$ cat src/rtl/multicycle_ctrl_pkg.sv
// Shared definitions for the RV32I multi-cycle sequencer: opcodes, state
// encoding, datapath select encodings and trap causes.
package multicycle_ctrl_pkg;

  localparam logic [6:0] OP_R      = 7'b0110011;
  localparam logic [6:0] OP_I      = 7'b0010011;
  localparam logic [6:0] OP_LOAD   = 7'b0000011;
  localparam logic [6:0] OP_STORE  = 7'b0100011;
  localparam logic [6:0] OP_BRANCH = 7'b1100011;

  typedef enum logic [3:0] {
    ST_RST      = 4'd0,
    ST_FETCH    = 4'd1,
    ST_DECODE   = 4'd2,
    ST_EXEC_R   = 4'd3,
    ST_EXEC_I   = 4'd4,
    ST_MEM_ADDR = 4'd5,
    ST_MEM_RD   = 4'd6,
    ST_MEM_WR   = 4'd7,
    ST_WB_ALU   = 4'd8,
    ST_WB_MEM   = 4'd9,
    ST_BRANCH   = 4'd10,
    ST_TRAP     = 4'd11
  } state_e;

  localparam logic [1:0] SRC_A_PC     = 2'b00;
  localparam logic [1:0] SRC_A_RS1    = 2'b01;
  localparam logic [1:0] SRC_A_OLDPC  = 2'b10;
  localparam logic [1:0] SRC_B_RS2    = 2'b00;
  localparam logic [1:0] SRC_B_FOUR   = 2'b01;
  localparam logic [1:0] SRC_B_IMM    = 2'b10;
  localparam logic [1:0] ALUOP_ADD    = 2'b00;
  localparam logic [1:0] ALUOP_BRANCH = 2'b01;
  localparam logic [1:0] ALUOP_FUNCT  = 2'b10;

  localparam logic [1:0] CAUSE_NONE    = 2'b00;
  localparam logic [1:0] CAUSE_ILLEGAL = 2'b01;
  localparam logic [1:0] CAUSE_TIMEOUT = 2'b10;

endpackage

$ cat src/rtl/multicycle_ctrl_if.sv
// Control/handshake bundle between the sequencer (master) and the datapath
// plus memory port (slave).
interface multicycle_ctrl_if;
  logic [6:0] opcode;
  logic       zero;
  logic       mem_ready;
  logic       mem_req;
  logic       mem_we;
  logic       iord;
  logic       ir_write;
  logic       pc_write;
  logic       pc_src;
  logic [1:0] alu_src_a;
  logic [1:0] alu_src_b;
  logic [1:0] aluop;
  logic       reg_write;
  logic       mem_to_reg;
  logic       retire;
  logic       trap;
  logic [1:0] trap_cause;
  logic [3:0] state_dbg;

  modport master (
    input  opcode, zero, mem_ready,
    output mem_req, mem_we, iord, ir_write, pc_write, pc_src,
           alu_src_a, alu_src_b, aluop, reg_write, mem_to_reg,
           retire, trap, trap_cause, state_dbg
  );

  modport slave (
    output opcode, zero, mem_ready,
    input  mem_req, mem_we, iord, ir_write, pc_write, pc_src,
           alu_src_a, alu_src_b, aluop, reg_write, mem_to_reg,
           retire, trap, trap_cause, state_dbg
  );
endinterface

$ cat src/rtl/multicycle_ctrl_mem_wait_timer.sv
// Counts stalled memory-request cycles and flags the cycle on which the
// request has been outstanding for MEM_TIMEOUT cycles without completion.
module mem_wait_timer #(
  parameter int MEM_TIMEOUT = 16,
  parameter int CNT_W       = 5
) (
  input  logic clk,
  input  logic rst_n,
  input  logic req_i,
  input  logic ready_i,
  output logic timeout_o
);

  localparam logic [CNT_W-1:0] LIMIT = CNT_W'(MEM_TIMEOUT - 1);

  logic [CNT_W-1:0] cnt_q;
  logic [CNT_W-1:0] cnt_d;

  // Idle or completed accesses hold the count at zero, so every new request starts fresh.
  always_comb begin
    cnt_d = cnt_q;
    if (!req_i || ready_i) begin
      cnt_d = '0;
    end else begin
      cnt_d = cnt_q + CNT_W'(1);
    end
  end

  // Wait-count register.
  always_ff @(posedge clk or negedge rst_n) begin
    if (!rst_n) begin
      cnt_q <= '0;
    end else begin
      cnt_q <= cnt_d;
    end
  end

  assign timeout_o = req_i && !ready_i && (cnt_q == LIMIT);

endmodule

$ cat src/rtl/multicycle_ctrl.sv
// Multi-cycle RV32I control FSM: sequences FETCH/DECODE/EXECUTE/MEM/WB over a
// shared memory port and traps on illegal opcodes or memory timeouts.
module multicycle_ctrl
  import multicycle_ctrl_pkg::*;
#(
  parameter int MEM_TIMEOUT = 16,
  parameter int CNT_W       = 5
) (
  input logic               clk,
  input logic               rst_n,
  multicycle_ctrl_if.master bus
);

  state_e     state_q;
  state_e     state_d;
  logic [1:0] cause_q;
  logic [1:0] cause_d;
  logic       timeout_s;

  logic       mem_req_s;
  logic       mem_we_s;
  logic       iord_s;
  logic       ir_write_s;
  logic       pc_write_s;
  logic       pc_src_s;
  logic [1:0] alu_src_a_s;
  logic [1:0] alu_src_b_s;
  logic [1:0] aluop_s;
  logic       reg_write_s;
  logic       mem_to_reg_s;
  logic       retire_s;

  mem_wait_timer #(
    .MEM_TIMEOUT(MEM_TIMEOUT),
    .CNT_W      (CNT_W)
  ) u_wait_timer (
    .clk      (clk),
    .rst_n    (rst_n),
    .req_i    (mem_req_s),
    .ready_i  (bus.mem_ready),
    .timeout_o(timeout_s)
  );

  // Next-state and trap-cause selection.
  always_comb begin
    state_d = state_q;
    cause_d = cause_q;
    case (state_q)
      ST_RST:    state_d = ST_FETCH;
      ST_FETCH: begin
        if (bus.mem_ready) begin
          state_d = ST_DECODE;
        end else if (timeout_s) begin
          state_d = ST_TRAP;
          cause_d = CAUSE_TIMEOUT;
        end else begin
          state_d = ST_FETCH;
        end
      end
      ST_DECODE: begin
        case (bus.opcode)
          OP_R:              state_d = ST_EXEC_R;
          OP_I:              state_d = ST_EXEC_I;
          OP_LOAD, OP_STORE: state_d = ST_MEM_ADDR;
          OP_BRANCH:         state_d = ST_BRANCH;
          default: begin
            state_d = ST_TRAP;
            cause_d = CAUSE_ILLEGAL;
          end
        endcase
      end
      ST_EXEC_R, ST_EXEC_I: state_d = ST_WB_ALU;
      ST_MEM_ADDR: begin
        if (bus.opcode == OP_LOAD) begin
          state_d = ST_MEM_RD;
        end else begin
          state_d = ST_MEM_WR;
        end
      end
      ST_MEM_RD, ST_MEM_WR: begin
        if (bus.mem_ready) begin
          state_d = (state_q == ST_MEM_RD) ? ST_WB_MEM : ST_FETCH;
        end else if (timeout_s) begin
          state_d = ST_TRAP;
          cause_d = CAUSE_TIMEOUT;
        end else begin
          state_d = state_q;
        end
      end
      ST_WB_ALU, ST_WB_MEM, ST_BRANCH: state_d = ST_FETCH;
      ST_TRAP:   state_d = ST_TRAP;
      default:   state_d = ST_RST;
    endcase
  end

  // Datapath controls decoded from state; write enables and retire also watch mem_ready/zero.
  always_comb begin
    mem_req_s    = 1'b0;
    mem_we_s     = 1'b0;
    iord_s       = 1'b0;
    ir_write_s   = 1'b0;
    pc_write_s   = 1'b0;
    pc_src_s     = 1'b0;
    alu_src_a_s  = SRC_A_PC;
    alu_src_b_s  = SRC_B_RS2;
    aluop_s      = ALUOP_ADD;
    reg_write_s  = 1'b0;
    mem_to_reg_s = 1'b0;
    retire_s     = 1'b0;
    case (state_q)
      ST_FETCH: begin
        mem_req_s   = 1'b1;
        alu_src_b_s = SRC_B_FOUR;
        ir_write_s  = bus.mem_ready;
        pc_write_s  = bus.mem_ready;
      end
      ST_DECODE: begin
        alu_src_a_s = SRC_A_OLDPC;
        alu_src_b_s = SRC_B_IMM;
      end
      ST_EXEC_R: begin
        alu_src_a_s = SRC_A_RS1;
        aluop_s     = ALUOP_FUNCT;
      end
      ST_EXEC_I, ST_MEM_ADDR: begin
        alu_src_a_s = SRC_A_RS1;
        alu_src_b_s = SRC_B_IMM;
      end
      ST_MEM_RD: begin
        mem_req_s = 1'b1;
        iord_s    = 1'b1;
      end
      ST_MEM_WR: begin
        mem_req_s = 1'b1;
        iord_s    = 1'b1;
        mem_we_s  = 1'b1;
        retire_s  = bus.mem_ready;
      end
      ST_WB_ALU: begin
        reg_write_s = 1'b1;
        retire_s    = 1'b1;
      end
      ST_WB_MEM: begin
        reg_write_s  = 1'b1;
        mem_to_reg_s = 1'b1;
        retire_s     = 1'b1;
      end
      ST_BRANCH: begin
        alu_src_a_s = SRC_A_RS1;
        aluop_s     = ALUOP_BRANCH;
        pc_src_s    = 1'b1;
        pc_write_s  = bus.zero;
        retire_s    = 1'b1;
      end
      default: begin
        mem_req_s = 1'b0;
      end
    endcase
  end

  // State and sticky trap-cause registers.
  always_ff @(posedge clk or negedge rst_n) begin
    if (!rst_n) begin
      state_q <= ST_RST;
      cause_q <= CAUSE_NONE;
    end else begin
      state_q <= state_d;
      cause_q <= cause_d;
    end
  end

  assign bus.mem_req    = mem_req_s;
  assign bus.mem_we     = mem_we_s;
  assign bus.iord       = iord_s;
  assign bus.ir_write   = ir_write_s;
  assign bus.pc_write   = pc_write_s;
  assign bus.pc_src     = pc_src_s;
  assign bus.alu_src_a  = alu_src_a_s;
  assign bus.alu_src_b  = alu_src_b_s;
  assign bus.aluop      = aluop_s;
  assign bus.reg_write  = reg_write_s;
  assign bus.mem_to_reg = mem_to_reg_s;
  assign bus.retire     = retire_s;
  assign bus.trap       = (state_q == ST_TRAP);
  assign bus.trap_cause = cause_q;
  assign bus.state_dbg  = state_q;

endmodule

$ cat src/flat_wrapper.sv
// flat-port wrapper written by rule: the top's interface ports become plain ports
module multicycle_ctrl_flat import multicycle_ctrl_pkg::*;
#(
  parameter int MEM_TIMEOUT = 16,
  parameter int CNT_W       = 5
)
  (clk, rst_n, bus_opcode, bus_zero, bus_mem_ready, bus_mem_req, bus_mem_we, bus_iord, bus_ir_write, bus_pc_write, bus_pc_src, bus_alu_src_a, bus_alu_src_b, bus_aluop, bus_reg_write, bus_mem_to_reg, bus_retire, bus_trap, bus_trap_cause, bus_state_dbg);
  multicycle_ctrl_if bus_i ();
  input logic clk;
  input logic rst_n;
  input wire logic [$bits(bus_i.opcode)-1:0] bus_opcode;
  input wire logic [$bits(bus_i.zero)-1:0] bus_zero;
  input wire logic [$bits(bus_i.mem_ready)-1:0] bus_mem_ready;
  output wire logic [$bits(bus_i.mem_req)-1:0] bus_mem_req;
  output wire logic [$bits(bus_i.mem_we)-1:0] bus_mem_we;
  output wire logic [$bits(bus_i.iord)-1:0] bus_iord;
  output wire logic [$bits(bus_i.ir_write)-1:0] bus_ir_write;
  output wire logic [$bits(bus_i.pc_write)-1:0] bus_pc_write;
  output wire logic [$bits(bus_i.pc_src)-1:0] bus_pc_src;
  output wire logic [$bits(bus_i.alu_src_a)-1:0] bus_alu_src_a;
  output wire logic [$bits(bus_i.alu_src_b)-1:0] bus_alu_src_b;
  output wire logic [$bits(bus_i.aluop)-1:0] bus_aluop;
  output wire logic [$bits(bus_i.reg_write)-1:0] bus_reg_write;
  output wire logic [$bits(bus_i.mem_to_reg)-1:0] bus_mem_to_reg;
  output wire logic [$bits(bus_i.retire)-1:0] bus_retire;
  output wire logic [$bits(bus_i.trap)-1:0] bus_trap;
  output wire logic [$bits(bus_i.trap_cause)-1:0] bus_trap_cause;
  output wire logic [$bits(bus_i.state_dbg)-1:0] bus_state_dbg;
  assign bus_i.opcode = bus_opcode;
  assign bus_i.zero = bus_zero;
  assign bus_i.mem_ready = bus_mem_ready;
  assign bus_mem_req = bus_i.mem_req;
  assign bus_mem_we = bus_i.mem_we;
  assign bus_iord = bus_i.iord;
  assign bus_ir_write = bus_i.ir_write;
  assign bus_pc_write = bus_i.pc_write;
  assign bus_pc_src = bus_i.pc_src;
  assign bus_alu_src_a = bus_i.alu_src_a;
  assign bus_alu_src_b = bus_i.alu_src_b;
  assign bus_aluop = bus_i.aluop;
  assign bus_reg_write = bus_i.reg_write;
  assign bus_mem_to_reg = bus_i.mem_to_reg;
  assign bus_retire = bus_i.retire;
  assign bus_trap = bus_i.trap;
  assign bus_trap_cause = bus_i.trap_cause;
  assign bus_state_dbg = bus_i.state_dbg;
  multicycle_ctrl #(.MEM_TIMEOUT(MEM_TIMEOUT), .CNT_W(CNT_W)) u_core (.clk(clk), .rst_n(rst_n), .bus(bus_i));
endmodule
$ cat config.mk
export PLATFORM = sky130hd
export DESIGN_NAME = multicycle_ctrl_flat
export DESIGN_NICKNAME = d
export VERILOG_FILES = /design/src/rtl/multicycle_ctrl_pkg.sv /design/src/rtl/multicycle_ctrl_if.sv /design/src/rtl/multicycle_ctrl_mem_wait_timer.sv /design/src/rtl/multicycle_ctrl.sv /design/src/flat_wrapper.sv
export SDC_FILE = /design/constraint.sdc
export NUM_CORES = 1
export LEC_CHECK = 0
export CORE_ASPECT_RATIO = 1.4
export CORE_UTILIZATION = 34
export DETAILED_ROUTE_END_ITERATION = 10
export PLACE_DENSITY = 0.72
export SETUP_SLACK_MARGIN = 0.5
export SLEW_MARGIN = 20
export SYNTH_ARGS = -nofsm -noshare
export SYNTH_HDL_FRONTEND = slang
export SYNTH_SLANG_ARGS = --single-unit
$ cat constraint.sdc
create_clock -name clk -period 1.6 [get_ports clk]
set_input_delay 0.24 -clock clk [delete_from_list [all_inputs] [get_ports clk]]
set_output_delay 0.24 -clock clk [all_outputs]
set_load 0.05 [all_outputs]
==> results of run 1 <==
[logic make-up after synthesis]
group / Yosys count / share of synthesized area (%)
flip-flops: 11 / 34.75
XOR/XNOR: 3 / 3.318
AO/OA/AOI/OAI: 23 / 20.22
buffers and inverters: 11 / 6.160
AND/OR/NAND/NOR: 46 / 31.12
adder cells (fa/ha/maj): 3 / 4.423
[timing repair]
action / CTS
setup buffers: 19
pin swaps: 5
gates resized for setup: 25
setup endpoints to repair: 31
[stage by stage]
stage,utilization [%],cells,setup TNS [ps],hold slack [ps]
4_1_cts,87.70,191,-1432,321.3
3_5_place_dp,76.09,168,-198.4,469.9
3_3_place_gp,76.09,168,-44.57,468.0
2_1_floorplan,-,97,-3140,-55.59
==> flow_summary.html, run 1 <==
<table>
<tr><th>Metric</th><th>Value</th></tr>
<tr><th colspan="2">Logic synthesis</th></tr>
<tr><td>Share of synthesized area occupied by flip-flops and latches</td><td>34.76%</td></tr>
<tr><td>Post-synthesis instance area</td><td>792.0 um2</td></tr>
<tr><td>Synthesis-stage register bit count</td><td>11</td></tr>
<tr><td>Number of warnings reported in the yosys synthesis log</td><td>0</td></tr>
<tr><td>Cell accounting for the most synthesized area</td><td>sky130_fd_sc_hd__dfrtp_1</td></tr>
<tr><td>Most used DFF post-synth</td><td>sky130_fd_sc_hd__dfrtp_1</td></tr>
<tr><td>Netlist cell types</td><td>37</td></tr>
<tr><td>Area fraction of the dominant cell type after synthesis</td><td>34.76%</td></tr>
<tr><td>Post-synth EDFFs</td><td>0</td></tr>
<tr><td>Share of flip-flops with an asynchronous set or reset after synthesis</td><td>100.0%</td></tr>
<tr><td>Synthesized instance count</td><td>97</td></tr>
<tr><td>Average footprint of a synthesized cell</td><td>8.165 um2</td></tr>
<tr><td>Top cells by instance count after synthesis</td><td>18 x sky130_fd_sc_hd__nor2_1, 11 x sky130_fd_sc_hd__dfrtp_1, 7 x sky130_fd_sc_hd__nand2_1, 6 x sky130_fd_sc_hd__inv_1</td></tr>
<tr><td>Synthesized netlist net count</td><td>110</td></tr>
<tr><td>Largest cells by area after synthesis</td><td>sky130_fd_sc_hd__dfrtp_1 35%, sky130_fd_sc_hd__nor2_1 8.5%, sky130_fd_sc_hd__nand2_1 3.3%</td></tr>
<tr><td>Cell with the most instances after synthesis</td><td>sky130_fd_sc_hd__nor2_1</td></tr>
<tr><th colspan="2">Clock network</th></tr>
<tr><td>Num CTS Buffers</td><td>3</td></tr>
<tr><td>CTS Sinks</td><td>11</td></tr>
<tr><td>Clock tree root driver cell</td><td>sky130_fd_sc_hd__clkbuf_4</td></tr>
<tr><td>Number of buffers on the longest clock path</td><td>2</td></tr>
<tr><td>Hold_buf cts</td><td>0</td></tr>
<tr><td>CTS H-tree lvls</td><td>1</td></tr>
<tr><th colspan="2">Placed design</th></tr>
<tr><td>Post-DP HPWL</td><td>2.117 mm</td></tr>
<tr><td>Routability congestion estimate from global placement</td><td>0.8265</td></tr>
<tr><td>Worst setup slack after placement</td><td>-102.9 ps</td></tr>
<tr><td>Count of port buffers added during placement</td><td>32</td></tr>
<tr><td>Placed inst area</td><td>1657 um2</td></tr>
<tr><th colspan="2">Die</th></tr>
<tr><td>FP Rows</td><td>20</td></tr>
<tr><td>Horiz. Die Dim</td><td>42.79 um</td></tr>
<tr><td>Vertical extent of the die</td><td>59.11 um</td></tr>
<tr><td>Top-level I/O count</td><td>33</td></tr>
<tr><td>Starting density of the core</td><td>36.38%</td></tr>
<tr><th colspan="2">Status</th></tr>
<tr><td>First reported error</td><td>[ERROR DPL-0038] Utilization greater than 100%, impossible to legalize</td></tr>
<tr><td>Outcome</td><td>did not finish</td></tr>
<tr><td>Stopped at</td><td>global routing</td></tr>
<tr><th colspan="2">Timing</th></tr>
<tr><td>Worst endpoint from the post-global-route timing repair</td><td>bus_alu_src_a[0]</td></tr>
<tr><td>Worst endpoint type</td><td>top-level output</td></tr>
<tr><th colspan="2">GRT</th></tr>
<tr><td>Maximum number of pins on one net before global-route repair</td><td>12</td></tr>
</table>
==> run 2: changes to the inputs <==
CORE_ASPECT_RATIO = not set   (was 1.4)
CORE_UTILIZATION = 20   (was 34)
PLACE_DENSITY = not set   (was 0.72)
PLACE_DENSITY_LB_ADDON = 0.15   (was not set)
SETUP_SLACK_MARGIN = not set   (was 0.5)
clock period = 2.1 ns   (was 1.6 ns; I/O delays follow)
==> run 2 against run 1 <==
The run now ends clean. Synthesized area did not move. Synthesized cell count did not move.
==> flow_summary.html, run 2 <==
<table>
<tr><th>Metric</th><th>Value</th></tr>
<tr><th colspan="2">Logic synthesis</th></tr>
<tr><td>Share of flip-flops with an asynchronous set or reset after synthesis</td><td>100.0%</td></tr>
<tr><td>Average footprint of a synthesized cell</td><td>8.165 um2</td></tr>
<tr><td>Synthesis-stage register bit count</td><td>11</td></tr>
<tr><td>Number of warnings reported in the yosys synthesis log</td><td>0</td></tr>
<tr><td>Post-synthesis instance area</td><td>792.0 um2</td></tr>
<tr><td>Cell with the most instances after synthesis</td><td>sky130_fd_sc_hd__nor2_1</td></tr>
<tr><td>Synthesized netlist net count</td><td>110</td></tr>
<tr><td>Top cells by instance count after synthesis</td><td>18 x sky130_fd_sc_hd__nor2_1, 11 x sky130_fd_sc_hd__dfrtp_1, 7 x sky130_fd_sc_hd__nand2_1, 6 x sky130_fd_sc_hd__inv_1</td></tr>
<tr><td>Share of synthesized area occupied by flip-flops and latches</td><td>34.76%</td></tr>
<tr><td>Synthesized instance count</td><td>97</td></tr>
<tr><td>Netlist cell types</td><td>37</td></tr>
<tr><td>Largest cells by area after synthesis</td><td>sky130_fd_sc_hd__dfrtp_1 35%, sky130_fd_sc_hd__nor2_1 8.5%, sky130_fd_sc_hd__nand2_1 3.3%</td></tr>
<tr><td>Most used DFF post-synth</td><td>sky130_fd_sc_hd__dfrtp_1</td></tr>
<tr><td>Cell accounting for the most synthesized area</td><td>sky130_fd_sc_hd__dfrtp_1</td></tr>
<tr><td>Post-synth EDFFs</td><td>0</td></tr>
<tr><td>Area fraction of the dominant cell type after synthesis</td><td>34.76%</td></tr>
<tr><th colspan="2">Critical path</th></tr>
<tr><td>Critical-path maximum fanout</td><td>12</td></tr>
<tr><td>Critical Path Source Type</td><td>flop</td></tr>
<tr><td>Register-to-Register Path Depth</td><td>7</td></tr>
<tr><td>Data required time at the worst endpoint</td><td>1780 ps</td></tr>
<tr><td>Data arrival time of the worst path</td><td>1680 ps</td></tr>
<tr><td>Setup CP Type</td><td>reg2out</td></tr>
<tr><td>Critical path capture point type</td><td>primary output</td></tr>
<tr><th colspan="2">Timing</th></tr>
<tr><td>RSZ-0062 raised after global routing</td><td>no</td></tr>
<tr><td>Worst Tran Pin Value</td><td>499.4 ps</td></tr>
<tr><td>Relative slew margins</td><td>66.61%</td></tr>
<tr><td>Highest Clock Rate</td><td>501.0 MHz</td></tr>
<tr><td>Fraction of the cycle the final worst path needs</td><td>95.05%</td></tr>
<tr><td>Number of hold-slack violations in the final timing report</td><td>0</td></tr>
<tr><td>Number of max-slew violations in the final report</td><td>0</td></tr>
<tr><td>Post-route minimum period</td><td>1996 ps</td></tr>
<tr><td>Clock skew</td><td>2.803 ps</td></tr>
<tr><td>Setup violation total in the final timing report</td><td>0</td></tr>
<tr><th colspan="2">Route</th></tr>
<tr><td>DR vias</td><td>841</td></tr>
<tr><td>Number of nets with antenna violations after routing</td><td>0</td></tr>
<tr><td>TritonRoute pass-1 iters</td><td>4</td></tr>
<tr><td>Number of DRC violations after detailed-routing iteration 0</td><td>22</td></tr>
<tr><td>DRC</td><td>0</td></tr>
<tr><td>Routed WL per cell</td><td>12.32 um</td></tr>
<tr><td>Vias per inst</td><td>4.621</td></tr>
<tr><td>Detailed Route WL</td><td>2.242 mm</td></tr>
<tr><th colspan="2">Power</th></tr>
<tr><td>Cell internal pwr</td><td>367.3 uW</td></tr>
<tr><td>Logic gate share of total power</td><td>8.3%</td></tr>
<tr><td>Switching Share</td><td>19.44%</td></tr>
<tr><td>Max VDD drop</td><td>208.8 uV</td></tr>
<tr><td>Power per standard cell area</td><td>321.3 nW/um2</td></tr>
<tr><td>Flop pwr share</td><td>46.7%</td></tr>
<tr><td>Clock power frac</td><td>44.9%</td></tr>
<tr><td>Net Sw Power</td><td>88.62 uW</td></tr>
<tr><td>Leakage power figure</td><td>0.0005815 uW</td></tr>
<tr><th colspan="2">Cells and area</th></tr>
<tr><td>Number of cells in the finished layout apart from fillers</td><td>182</td></tr>
<tr><td>Area Growth Syn to Fin</td><td>79.15%</td></tr>
<tr><td>Most frequent cells in the layout</td><td>16 x sky130_fd_sc_hd__nor2_1, 15 x sky130_fd_sc_hd__buf_12, 14 x sky130_fd_sc_hd__clkdlybuf4s50_1, 9 x sky130_fd_sc_hd__buf_4, 8 x sky130_fd_sc_hd__dfrtp_1</td></tr>
<tr><td>Number of nets in the finished design</td><td>148</td></tr>
<tr><td>Most common cell after layout, fill and taps aside</td><td>sky130_fd_sc_hd__nor2_1</td></tr>
<tr><td>Filler cell count in the final layout</td><td>377</td></tr>
<tr><td>Sequential cell area</td><td>279.0 um2</td></tr>
<tr><td>Most flops, register</td><td>u_core.u_wait_timer.cnt_q</td></tr>
<tr><td>Footprint of the multi-input gates</td><td>504.2 um2</td></tr>
<tr><td>Final core area utilization</td><td>38.18%</td></tr>
<tr><td>N_diodes</td><td>0</td></tr>
<tr><td>Flip-flop count of the largest register after layout</td><td>5</td></tr>
<tr><td>Layout cell share with drive strength beyond 1</td><td>32.09%</td></tr>
<tr><th colspan="2">Flow run</th></tr>
<tr><td>MaxCap Viol Count</td><td>0</td></tr>
<tr><th colspan="2">Die</th></tr>
<tr><td>Starting density of the core</td><td>21.31%</td></tr>
<tr><td>Vertical extent of the die</td><td>64.93 um</td></tr>
<tr><td>Top-level I/O count</td><td>33</td></tr>
<tr><td>Horiz. Die Dim</td><td>64.93 um</td></tr>
<tr><td>Overall die area</td><td>4216 um2</td></tr>
<tr><td>FP Rows</td><td>22</td></tr>
<tr><td>Placeable Area</td><td>3716 um2</td></tr>
<tr><th colspan="2">GRT</th></tr>
<tr><td>Residual overflow from global routing</td><td>0</td></tr>
<tr><td>Global-route wire length before repair</td><td>3.788 mm</td></tr>
<tr><td>Maximum number of pins on one net before global-route repair</td><td>17</td></tr>
<tr><td>Via count of the first global-routing pass</td><td>793</td></tr>
<tr><td>Initial antenna violation count</td><td>0</td></tr>
<tr><td>Total track usage</td><td>11.58%</td></tr>
<tr><th colspan="2">Clock network</th></tr>
<tr><td>Clock transition at path regs</td><td>50 ps</td></tr>
<tr><td>Clk Latency, worst-skew pair</td><td>230 ps</td></tr>
<tr><td>TritonCTS clock tree</td><td>built</td></tr>
<tr><td>Num CTS Buffers</td><td>3</td></tr>
<tr><td>Number of buffers on the longest clock path</td><td>2</td></tr>
<tr><td>Hold_buf cts</td><td>0</td></tr>
<tr><td>Clock tree root driver cell</td><td>sky130_fd_sc_hd__clkbuf_8</td></tr>
<tr><td>CTS H-tree lvls</td><td>1</td></tr>
<tr><td>CTS Sinks</td><td>11</td></tr>
<tr><th colspan="2">Placed design</th></tr>
<tr><td>Dpl cells</td><td>174</td></tr>
<tr><td>Post-DP HPWL</td><td>1.777 mm</td></tr>
<tr><td>Count of port buffers added during placement</td><td>32</td></tr>
<tr><td>Routability congestion estimate from global placement</td><td>0.8766</td></tr>
<tr><th colspan="2">Hold path</th></tr>
<tr><td>Worst min-delay path class</td><td>in2async</td></tr>
<tr><th colspan="2">Status</th></tr>
<tr><td>Outcome</td><td>finished, final reports clean</td></tr>
</table>
==> run 2: cell counts after synthesis <==
No cell type changed its count.
==> run 2: power by group through the flow <==
stage | clock network [uW] | logic, uW | registers (uW)
6_report | 205 | 38.1 | 213
5_1_grt | 230 | 41.6 | 213
4_1_cts | 215 | 38.5 | 213
2_1_floorplan | 0 | 9.82 | 218
3_3_place_gp | 0 | 37.7 | 216
3_5_place_dp | 0 | 38.4 | 216
==> run 2: worst paths after layout <==
path	from	endpoint	slack (ps)
worst min-delay path	rst_n	u_core.u_wait_timer.cnt_q[3]	420
worst max-delay path	u_core.bus.state_dbg[1]	bus_pc_write	100
min in group clk	u_core.u_wait_timer.cnt_q[0]	u_core.u_wait_timer.cnt_q[0]	460
worst max register to register	u_core.u_wait_timer.cnt_q[0]	u_core.bus.state_dbg[3]	280
max in group asynchronous	rst_n	u_core.bus.state_dbg[1]	1320
worst min register to register	u_core.u_wait_timer.cnt_q[0]	u_core.u_wait_timer.cnt_q[0]	460
==> run 2: critical path: stages (launching register included) <==
cell	delay (ps)
sky130_fd_sc_hd__dfrtp_2	470
sky130_fd_sc_hd__or2b_4	310
sky130_fd_sc_hd__nor3_4	240
sky130_fd_sc_hd__and2_4	200
sky130_fd_sc_hd__a21o_2	110
sky130_fd_sc_hd__buf_12	130
==> run 2: cells by family after synthesis <==
kind of cell / share of synthesized area (%)
buf+inv: 6.160
xor+xnor: 3.318
fa+ha+maj: 4.423
flops: 34.75
simple gates: 31.12
compound gates: 20.22
==> run 2: cell type report <==
| type | instances | share of cell area, % |
|---|---|---|
| Sequential cell | 11 | 19.66 |
| Inverter | 6 | 1.587 |
| Tap cell | 48 | 4.233 |
| Multi-Input combinational cell | 75 | 35.54 |
| Clock buffer | 4 | 3.175 |
| Timing Repair Buffer | 38 | 35.80 |
==> run 2: layer usage <==
layer | wire length, um | track usage [%] | vias up
li1 | - | - | 414
met1 | 1079 | 15.71 | 410
met2 | 1071 | 18.36 | 17
met3 | 90 | 2.817 | 0
met4 | 0 | 2.500 | 0
met5 | 0 | 0 | -
==> run 2: repair_timing <==
action / CTS / global route
setup endpoints to repair: 0 / 2
gates resized for setup: 0 / 1
setup buffers: 0 / 4
==> run 2: metrics by stage <==
| step | area (um2) | worst slack (ps) | hold slack (ps) | power, uW | setup TNS, ps |
|---|---|---|---|---|---|
| global placement | 1343 | 289.6 | 448.1 | 254.1 | 0 |
| finish | 1419 | 103.9 | 415.4 | 455.9 | 0 |
| global route | 1419 | 18.85 | 462.1 | 483.8 | 0 |
| detailed placement | 1343 | 271.2 | 456.3 | 254.8 | 0 |
| floorplan | 834.6 | -298.4 | 19.41 | 227.6 | -402.8 |
| CTS | 1388 | 47.99 | 433.1 | 466.1 | 0 |
(Power assumes the default switching activity.)
==> run 3: changes to the inputs <==
ABC_AREA = 1   (was not set)
==> run 3 against run 2 <==
Maximum frequency up 2.8%. Count of clock-buffer cells in the layout did not move. Largest cell class is now multi-input gates. Critical path type unchanged. Cell area is 7.0% lower.
==> flow_summary.html, run 3 <==
<table>
<tr><th>Metric</th><th>Value</th></tr>
<tr><th colspan="2">Clock network</th></tr>
<tr><td>Clock transition at path regs</td><td>50 ps</td></tr>
<tr><td>CTS resizes</td><td>0</td></tr>
<tr><td>CTS Sinks</td><td>11</td></tr>
<tr><td>Number of buffers on the longest clock path</td><td>2</td></tr>
<tr><td>TritonCTS clock tree</td><td>built</td></tr>
<tr><td>Clk Latency, worst-skew pair</td><td>240 ps</td></tr>
<tr><td>Hold_buf cts</td><td>0</td></tr>
<tr><td>Clock tree root driver cell</td><td>sky130_fd_sc_hd__clkbuf_8</td></tr>
<tr><td>CTS H-tree lvls</td><td>1</td></tr>
<tr><td>Num CTS Buffers</td><td>3</td></tr>
<tr><td>Setup bufs post-CTS</td><td>0</td></tr>
<tr><th colspan="2">Critical path</th></tr>
<tr><td>Data required time at the worst endpoint</td><td>1780 ps</td></tr>
<tr><td>Category of cells accounting for the largest share of critical-path delay</td><td>simple AND/OR/NAND/NOR gates</td></tr>
<tr><td>Register-to-Register Path Depth</td><td>9</td></tr>
<tr><td>Data arrival time of the worst path</td><td>1630 ps</td></tr>
<tr><td>Stage delay of the slowest cell on the critical path</td><td>590 ps</td></tr>
<tr><td>Critical Path Source Type</td><td>flop</td></tr>
<tr><td>Cell chain of the critical path</td><td>nand2_1 -&gt; nor2_2 -&gt; nand2_1 -&gt; nand2_1 -&gt; buf_12</td></tr>
<tr><td>Slowest stage cell, crit path</td><td>sky130_fd_sc_hd__dfrtp_1</td></tr>
<tr><td>Critical path capture point type</td><td>primary output</td></tr>
<tr><td>Critical R2R Launch</td><td>u_core.u_wait_timer.cnt_q[0]</td></tr>
<tr><td>Crit path buffers/inverters</td><td>1</td></tr>
<tr><td>Capture point of the worst reg-to-reg path</td><td>u_core.bus.trap_cause[1]</td></tr>
<tr><td>Setup CP Type</td><td>reg2out</td></tr>
<tr><td>Most frequent cell on the critical path</td><td>sky130_fd_sc_hd__nand2_1</td></tr>
<tr><td>Critical-path maximum fanout</td><td>9</td></tr>
<tr><td>R2R setup slack</td><td>600 ps</td></tr>
<tr><th colspan="2">Cells and area</th></tr>
<tr><td>Flip-flop count of the largest register after layout</td><td>5</td></tr>
<tr><td>Number of nets in the finished design</td><td>169</td></tr>
<tr><td>Area Growth Syn to Fin</td><td>64.33%</td></tr>
<tr><td>Layout cell share with drive strength beyond 1</td><td>27.10%</td></tr>
<tr><td>Most flops, register</td><td>u_core.u_wait_timer.cnt_q</td></tr>
<tr><td>Most common cell after layout, fill and taps aside</td><td>sky130_fd_sc_hd__nand2_1</td></tr>
<tr><td>Most frequent cells in the layout</td><td>33 x sky130_fd_sc_hd__nand2_1, 21 x sky130_fd_sc_hd__nor2_1, 15 x sky130_fd_sc_hd__clkdlybuf4s50_1, 12 x sky130_fd_sc_hd__inv_1, 11 x sky130_fd_sc_hd__dfrtp_1</td></tr>
<tr><td>N_diodes</td><td>0</td></tr>
<tr><td>Filler cell count in the final layout</td><td>424</td></tr>
<tr><th colspan="2">Timing</th></tr>
<tr><td>Setup violation total in the final timing report</td><td>0</td></tr>
<tr><td>Worst Tran Pin Value</td><td>527.0 ps</td></tr>
<tr><td>Fraction of the cycle the final worst path needs</td><td>92.50%</td></tr>
<tr><td>Post-route minimum period</td><td>1943 ps</td></tr>
<tr><td>Number of max-slew violations in the final report</td><td>0</td></tr>
<tr><td>Relative slew margins</td><td>64.75%</td></tr>
<tr><td>Number of hold-slack violations in the final timing report</td><td>0</td></tr>
<tr><td>Final worst slack</td><td>157.5 ps</td></tr>
<tr><td>RSZ-0062 raised after global routing</td><td>no</td></tr>
<tr><td>Highest Clock Rate</td><td>514.8 MHz</td></tr>
<tr><td>Final TNS setup</td><td>0 ps</td></tr>
<tr><td>Clock skew</td><td>2.992 ps</td></tr>
<tr><th colspan="2">Route</th></tr>
<tr><td>DRC</td><td>0</td></tr>
<tr><td>Number of DRC violations after detailed-routing iteration 0</td><td>37</td></tr>
<tr><td>TritonRoute pass-1 iters</td><td>4</td></tr>
<tr><td>Routed WL per cell</td><td>10.46 um</td></tr>
<tr><td>DR vias</td><td>835</td></tr>
<tr><td>Vias per inst</td><td>4.113</td></tr>
<tr><td>Number of nets with antenna violations after routing</td><td>0</td></tr>
<tr><td>Detailed Route WL</td><td>2.124 mm</td></tr>
<tr><th colspan="2">Power</th></tr>
<tr><td>Max VDD drop</td><td>500.0 uV</td></tr>
<tr><td>Leakage power figure</td><td>0.0006254 uW</td></tr>
<tr><td>Power per standard cell area</td><td>1325 nW/um2</td></tr>
<tr><th colspan="2">Logic synthesis</th></tr>
<tr><td>Xor/xnor cell area share of the yosys netlist</td><td>1.090%</td></tr>
<tr><td>Proportion of synthesized area in mux cells</td><td>0%</td></tr>
<tr><td>Share of flip-flops with an asynchronous set or reset after synthesis</td><td>100.0%</td></tr>
<tr><td>Simple-gate portion of the synthesized area</td><td>46.73%</td></tr>
<tr><td>Cell accounting for the most synthesized area</td><td>sky130_fd_sc_hd__dfrtp_1</td></tr>
<tr><td>Area fraction of the dominant cell type after synthesis</td><td>34.27%</td></tr>
<tr><td>Most used DFF post-synth</td><td>sky130_fd_sc_hd__dfrtp_1</td></tr>
<tr><td>Post-synth EDFFs</td><td>0</td></tr>
<tr><td>Synthesis-stage register bit count</td><td>11</td></tr>
<tr><td>Number of warnings reported in the yosys synthesis log</td><td>0</td></tr>
<tr><td>Main combinational cell family by area after synthesis</td><td>simple AND/OR/NAND/NOR gates</td></tr>
<tr><td>Share of synthesized area occupied by flip-flops and latches</td><td>34.27%</td></tr>
<tr><td>Cell with the most instances after synthesis</td><td>sky130_fd_sc_hd__nand2_1</td></tr>
<tr><td>Top cells by instance count after synthesis</td><td>34 x sky130_fd_sc_hd__nand2_1, 23 x sky130_fd_sc_hd__nor2_1, 13 x sky130_fd_sc_hd__inv_1, 11 x sky130_fd_sc_hd__dfrtp_1</td></tr>
<tr><td>Compound-gate portion of the synthesized area</td><td>4.517%</td></tr>
<tr><td>Post-synthesis instance area</td><td>803.3 um2</td></tr>
<tr><td>Synthesized instance count</td><td>120</td></tr>
<tr><td>Largest cells by area after synthesis</td><td>sky130_fd_sc_hd__dfrtp_1 34%, sky130_fd_sc_hd__nand2_1 16%, sky130_fd_sc_hd__nor2_1 11%</td></tr>
<tr><td>Average footprint of a synthesized cell</td><td>6.694 um2</td></tr>
<tr><td>Netlist cell types</td><td>25</td></tr>
<tr><td>Synthesized netlist net count</td><td>133</td></tr>
<tr><td>Adder and majority cell fraction of the synthesized area</td><td>3.115%</td></tr>
<tr><th colspan="2">Flow run</th></tr>
<tr><td>MaxCap Viol Count</td><td>0</td></tr>
<tr><th colspan="2">Die</th></tr>
<tr><td>Horiz. Die Dim</td><td>65.38 um</td></tr>
<tr><td>Top-level I/O count</td><td>33</td></tr>
<tr><td>Starting density of the core</td><td>21.46%</td></tr>
<tr><td>Placeable Area</td><td>3744 um2</td></tr>
<tr><td>Vertical extent of the die</td><td>65.38 um</td></tr>
<tr><td>FP Rows</td><td>22</td></tr>
<tr><td>Overall die area</td><td>4274 um2</td></tr>
<tr><th colspan="2">Placed design</th></tr>
<tr><td>Routability congestion estimate from global placement</td><td>0.8412</td></tr>
<tr><td>Post-DP HPWL</td><td>1.790 mm</td></tr>
<tr><td>Count of port buffers added during placement</td><td>32</td></tr>
<tr><td>Worst setup slack after placement</td><td>418.8 ps</td></tr>
<tr><th colspan="2">GRT</th></tr>
<tr><td>Via count of the first global-routing pass</td><td>798</td></tr>
<tr><td>Initial antenna violation count</td><td>0</td></tr>
<tr><td>Maximum number of pins on one net before global-route repair</td><td>12</td></tr>
<tr><td>Total track usage</td><td>10.67%</td></tr>
<tr><td>Residual overflow from global routing</td><td>0</td></tr>
<tr><td>Global-route wire length before repair</td><td>3.546 mm</td></tr>
<tr><th colspan="2">Hold path</th></tr>
<tr><td>Worst min-delay path class</td><td>in2async</td></tr>
<tr><th colspan="2">Status</th></tr>
<tr><td>Outcome</td><td>finished, final reports clean</td></tr>
</table>
==> run 3: kinds of logic after synthesis <==
group | count (synthesis)
XOR/XNOR | 1
buffers and inverters | 21
flip-flops | 11
AND/OR/NAND/NOR | 79
adder cells (fa/ha/maj) | 2
AO/OA/AOI/OAI | 6
==> run 3: worst max path at each step <==
stage / startpoint / to / slack (ps) / depth (start not counted)
global placement: u_core.bus.state_dbg[1] / bus_retire / 410 / 5
finish: u_core.bus.state_dbg[1] / bus_retire / 160 / 5
global route: u_core.bus.state_dbg[1] / bus_retire / 70 / 5
floorplan: u_core.bus.state_dbg[1] / bus_alu_src_a[0] / -190 / 4
CTS: u_core.bus.state_dbg[1] / bus_retire / 160 / 5
detailed placement: u_core.bus.state_dbg[1] / bus_retire / 420 / 5
==> run 3: cell type report <==
type,count,area [um2],area share (%)
Tap cell,48,60.06,4.550
Clock buffer,4,45.04,3.412
Timing Repair Buffer,32,402.9,30.52
Sequential cell,11,275.3,20.85
Multi-Input combinational cell,88,457.9,34.69
Inverter,20,78.83,5.972
==> run 3: through the flow <==
stage	total power (uW)	cell area (um2)	cells	hold slack [ps]	util [%]
global placement	1556	1275	199	448.5	34.06
finish	1749	1320	203	427.5	35.26
detailed placement	1550	1275	199	478.0	34.06
CTS	1767	1320	203	444.5	35.26
global route	1846	1320	203	469.1	35.26
floorplan	1108	819.5	120	19.41	-
==> run 3: metal layers <==
metal / wire length, um / global-route usage [%]
met1: 982 / 13.77
met2: 1014 / 17.65
met5: 0 / 0
met4: 42 / 5.707
met3: 85 / 0.6944
==> run 3: power breakdown <==
part / switching [uW] / leakage [uW] / internal [uW]
Sequential: 71.6 / 0.000147 / 256
Clock: 78.6 / 0.0000228 / 133
Combinational: 786 / 0.000456 / 422
Total: 937 / 0.000625 / 812
==> run 3: worst register-to-register path, cell delays in order (launching register included) <==
cell                      delay [ps]
sky130_fd_sc_hd__dfrtp_1         370
sky130_fd_sc_hd__ha_1            170
sky130_fd_sc_hd__nand2_1          70
sky130_fd_sc_hd__nor2_1           90
sky130_fd_sc_hd__ha_1            210
sky130_fd_sc_hd__inv_1            70
sky130_fd_sc_hd__o21ai_0         190
sky130_fd_sc_hd__nand2_1         100
sky130_fd_sc_hd__nand2_1          60
sky130_fd_sc_hd__nand2_1          50
==> run 4: changes to the inputs <==
CELL_PAD_IN_SITES_DETAIL_PLACEMENT = 1   (was not set)
CELL_PAD_IN_SITES_GLOBAL_PLACEMENT = 1   (was not set)
==> run 4 against run 3 <==
Worst hold slack got worse by 5.5 ps. Clock skew rose by 2.1 ps. Combinational power barely moved. Sequential cell count did not move. Maximum frequency fell by 2.7%. Critical path depth fell by 4. Core utilization rose by 0.067 points. Count of clock-buffer cells in the layout did not move. Die area did not move. Cell count did not move. Non-clock buffer count did not move. Register-to-register slack barely moved. Highest routed layer unchanged.
==> flow_summary.html, run 4 (same netlist as run 3, synthesis figures left out) <==
<table>
<tr><th>Metric</th><th>Value</th></tr>
<tr><th colspan="2">Status</th></tr>
<tr><td>Outcome</td><td>finished, final reports clean</td></tr>
<tr><th colspan="2">Critical path</th></tr>
<tr><td>Critical R2R Launch</td><td>u_core.u_wait_timer.cnt_q[0]</td></tr>
<tr><td>Category of cells accounting for the largest share of critical-path delay</td><td>buffers and inverters</td></tr>
<tr><td>Setup CP Type</td><td>reg2out</td></tr>
<tr><td>Critical path capture point type</td><td>primary output</td></tr>
<tr><td>Cell chain of the critical path</td><td>clkdlybuf4s50_1</td></tr>
<tr><td>Critical Path Source Type</td><td>flop</td></tr>
<tr><td>Data arrival time of the worst path</td><td>1680 ps</td></tr>
<tr><td>Crit path buffers/inverters</td><td>1</td></tr>
<tr><td>Capture point of the worst reg-to-reg path</td><td>u_core.bus.trap_cause[1]</td></tr>
<tr><td>Stage delay of the slowest cell on the critical path</td><td>880 ps</td></tr>
<tr><td>R2R setup slack</td><td>600 ps</td></tr>
<tr><td>Register-to-Register Path Depth</td><td>9</td></tr>
<tr><td>Critical-path maximum fanout</td><td>9</td></tr>
<tr><td>Slowest stage cell, crit path</td><td>sky130_fd_sc_hd__clkdlybuf4s50_1</td></tr>
<tr><td>Data required time at the worst endpoint</td><td>1780 ps</td></tr>
<tr><th colspan="2">Timing</th></tr>
<tr><td>Clock skew</td><td>5.096 ps</td></tr>
<tr><td>Relative slew margins</td><td>65.19%</td></tr>
<tr><td>Worst Tran Pin Value</td><td>520.4 ps</td></tr>
<tr><td>Number of hold-slack violations in the final timing report</td><td>0</td></tr>
<tr><td>Highest Clock Rate</td><td>501.1 MHz</td></tr>
<tr><td>Number of max-slew violations in the final report</td><td>0</td></tr>
<tr><td>Fraction of the cycle the final worst path needs</td><td>95.03%</td></tr>
<tr><td>RSZ-0062 raised after global routing</td><td>no</td></tr>
<tr><td>Final TNS setup</td><td>0 ps</td></tr>
<tr><td>Setup violation total in the final timing report</td><td>0</td></tr>
<tr><td>Post-route minimum period</td><td>1996 ps</td></tr>
<tr><th colspan="2">Clock network</th></tr>
<tr><td>Clk Latency, worst-skew pair</td><td>240 ps</td></tr>
<tr><td>TritonCTS clock tree</td><td>built</td></tr>
<tr><td>CTS H-tree lvls</td><td>1</td></tr>
<tr><td>Setup bufs post-CTS</td><td>0</td></tr>
<tr><td>Clock tree root driver cell</td><td>sky130_fd_sc_hd__clkbuf_8</td></tr>
<tr><td>Hold_buf cts</td><td>0</td></tr>
<tr><td>Clock transition at path regs</td><td>50 ps</td></tr>
<tr><td>Number of buffers on the longest clock path</td><td>2</td></tr>
<tr><td>Num CTS Buffers</td><td>3</td></tr>
<tr><td>CTS resizes</td><td>0</td></tr>
<tr><td>CTS Sinks</td><td>11</td></tr>
<tr><th colspan="2">Cells and area</th></tr>
<tr><td>Filler cell count in the final layout</td><td>467</td></tr>
<tr><td>Most flops, register</td><td>u_core.u_wait_timer.cnt_q</td></tr>
<tr><td>Layout cell share with drive strength beyond 1</td><td>26.45%</td></tr>
<tr><td>Number of nets in the finished design</td><td>169</td></tr>
<tr><td>Fin area</td><td>1323 um2</td></tr>
<tr><td>Area Growth Syn to Fin</td><td>64.64%</td></tr>
<tr><td>Flip-flop count of the largest register after layout</td><td>5</td></tr>
<tr><td>Final core area utilization</td><td>35.33%</td></tr>
<tr><td>N_diodes</td><td>0</td></tr>
<tr><td>Most frequent cells in the layout</td><td>33 x sky130_fd_sc_hd__nand2_1, 21 x sky130_fd_sc_hd__nor2_1, 16 x sky130_fd_sc_hd__clkdlybuf4s50_1, 12 x sky130_fd_sc_hd__inv_1, 11 x sky130_fd_sc_hd__dfrtp_1</td></tr>
<tr><td>Most common cell after layout, fill and taps aside</td><td>sky130_fd_sc_hd__nand2_1</td></tr>
<tr><th colspan="2">Power</th></tr>
<tr><td>Logic gate share of total power</td><td>69.1%</td></tr>
<tr><td>Net Sw Power</td><td>942.0 uW</td></tr>
<tr><td>Cell internal pwr</td><td>814.7 uW</td></tr>
<tr><td>Leakage power figure</td><td>0.0006239 uW</td></tr>
<tr><td>Flop pwr share</td><td>18.7%</td></tr>
<tr><td>Clock power frac</td><td>12.2%</td></tr>
<tr><td>Switching Share</td><td>53.62%</td></tr>
<tr><td>Max VDD drop</td><td>529.6 uV</td></tr>
<tr><td>Power per standard cell area</td><td>1328 nW/um2</td></tr>
<tr><th colspan="2">Placed design</th></tr>
<tr><td>Placed inst area</td><td>1277 um2</td></tr>
<tr><td>Post-DP HPWL</td><td>1.952 mm</td></tr>
<tr><td>Routability congestion estimate from global placement</td><td>0.7544</td></tr>
<tr><td>Count of port buffers added during placement</td><td>32</td></tr>
<tr><th colspan="2">Die</th></tr>
<tr><td>Vertical extent of the die</td><td>65.38 um</td></tr>
<tr><td>Top-level I/O count</td><td>33</td></tr>
<tr><td>Starting density of the core</td><td>21.46%</td></tr>
<tr><td>Overall die area</td><td>4274 um2</td></tr>
<tr><td>FP Rows</td><td>22</td></tr>
<tr><td>Placeable Area</td><td>3744 um2</td></tr>
<tr><td>Horiz. Die Dim</td><td>65.38 um</td></tr>
<tr><th colspan="2">Route</th></tr>
<tr><td>DRC</td><td>0</td></tr>
<tr><td>DR vias</td><td>863</td></tr>
<tr><td>Detailed Route WL</td><td>2.317 mm</td></tr>
<tr><td>Number of DRC violations after detailed-routing iteration 0</td><td>13</td></tr>
<tr><td>Vias per inst</td><td>4.251</td></tr>
<tr><td>TritonRoute pass-1 iters</td><td>4</td></tr>
<tr><td>Number of nets with antenna violations after routing</td><td>0</td></tr>
<tr><td>Routed WL per cell</td><td>11.41 um</td></tr>
<tr><th colspan="2">GRT</th></tr>
<tr><td>Via count of the first global-routing pass</td><td>903</td></tr>
<tr><td>Initial antenna violation count</td><td>0</td></tr>
<tr><td>Maximum number of pins on one net before global-route repair</td><td>12</td></tr>
<tr><td>Total track usage</td><td>12.17%</td></tr>
<tr><td>Residual overflow from global routing</td><td>0</td></tr>
<tr><td>Global-route wire length before repair</td><td>3.939 mm</td></tr>
<tr><th colspan="2">Hold path</th></tr>
<tr><td>Worst min-delay path class</td><td>in2async</td></tr>
<tr><th colspan="2">Flow run</th></tr>
<tr><td>MaxCap Viol Count</td><td>0</td></tr>
</table>
run 4: cell count changes in the layout (fill, tap and decap cells not counted):
| cell | previous run | this run |
|---|---|---|
| sky130_fd_sc_hd__buf_4 | 7 | 6 |
| sky130_fd_sc_hd__clkdlybuf4s50_1 | 15 | 16 |
run 4: metrics by stage:
step | setup WS, ps | hold WS, ps | total power (uW) | instances
after floorplan | -186.2 | 19.41 | 1108 | 120
after CTS | 97.09 | 442.6 | 1783 | 203
final | 104.4 | 421.9 | 1757 | 203
after detailed placement | 358.4 | 460.6 | 1564 | 199
after global placement | 373.1 | 444.6 | 1551 | 199
after global routing | 63.23 | 471.1 | 1863 | 203
run 4: per-layer routing:
| metal | up-vias | global-route usage (%) | part of all wire [%] |
|---|---|---|---|
| met1 | 404 | 14.71 | 44 |
| met5 | - | 0 | 0 |
| met4 | 0 | 4.076 | 0.86 |
| met2 | 21 | 21.26 | 50 |
| li1 | 436 | - | - |
| met3 | 2 | 2.431 | 4.7 |
run 4: power groups by stage:
stage          sequential [uW]  combinational, uW  clock [uW]
6_report                   329               1210         214
5_1_grt                    334               1300         229
4_1_cts                    329               1230         219
3_5_place_dp               332               1230           0
3_3_place_gp               329               1220           0
2_1_floorplan              416                692           0
run 4: worst max path at each step:
| stage | startpoint | endpoint | depth (start not counted) |
|---|---|---|---|
| final | u_core.bus.state_dbg[1] | bus_state_dbg[1] | 1 |
| after global routing | u_core.bus.state_dbg[1] | bus_state_dbg[1] | 1 |
| after CTS | u_core.bus.state_dbg[1] | bus_state_dbg[1] | 1 |
| after detailed placement | u_core.bus.state_dbg[1] | bus_state_dbg[1] | 1 |
| after global placement | u_core.bus.state_dbg[1] | bus_state_dbg[1] | 1 |
| after floorplan | u_core.bus.state_dbg[1] | bus_alu_src_a[0] | 4 |
run 4: area by class of cell:
| cell class | count | area [um2] | area share [%] |
|---|---|---|---|
| clock buffers | 4 | 45.04 | 3.406 |
| inverters | 20 | 78.83 | 5.960 |
| multi-input cells | 88 | 457.9 | 34.63 |
| flip-flops and latches | 11 | 275.3 | 20.81 |
| well taps | 48 | 60.06 | 4.541 |
| repair buffers | 32 | 405.4 | 30.65 |
run 4: worst reg2reg max path, stage by stage, from the launching register on:
cell,delay [ps]
sky130_fd_sc_hd__dfrtp_1,370
sky130_fd_sc_hd__ha_1,180
sky130_fd_sc_hd__nand2_1,80
sky130_fd_sc_hd__nor2_1,100
sky130_fd_sc_hd__ha_1,200
sky130_fd_sc_hd__inv_1,60
sky130_fd_sc_hd__o21ai_0,180
sky130_fd_sc_hd__nand2_1,100
sky130_fd_sc_hd__nand2_1,60
sky130_fd_sc_hd__nand2_1,50
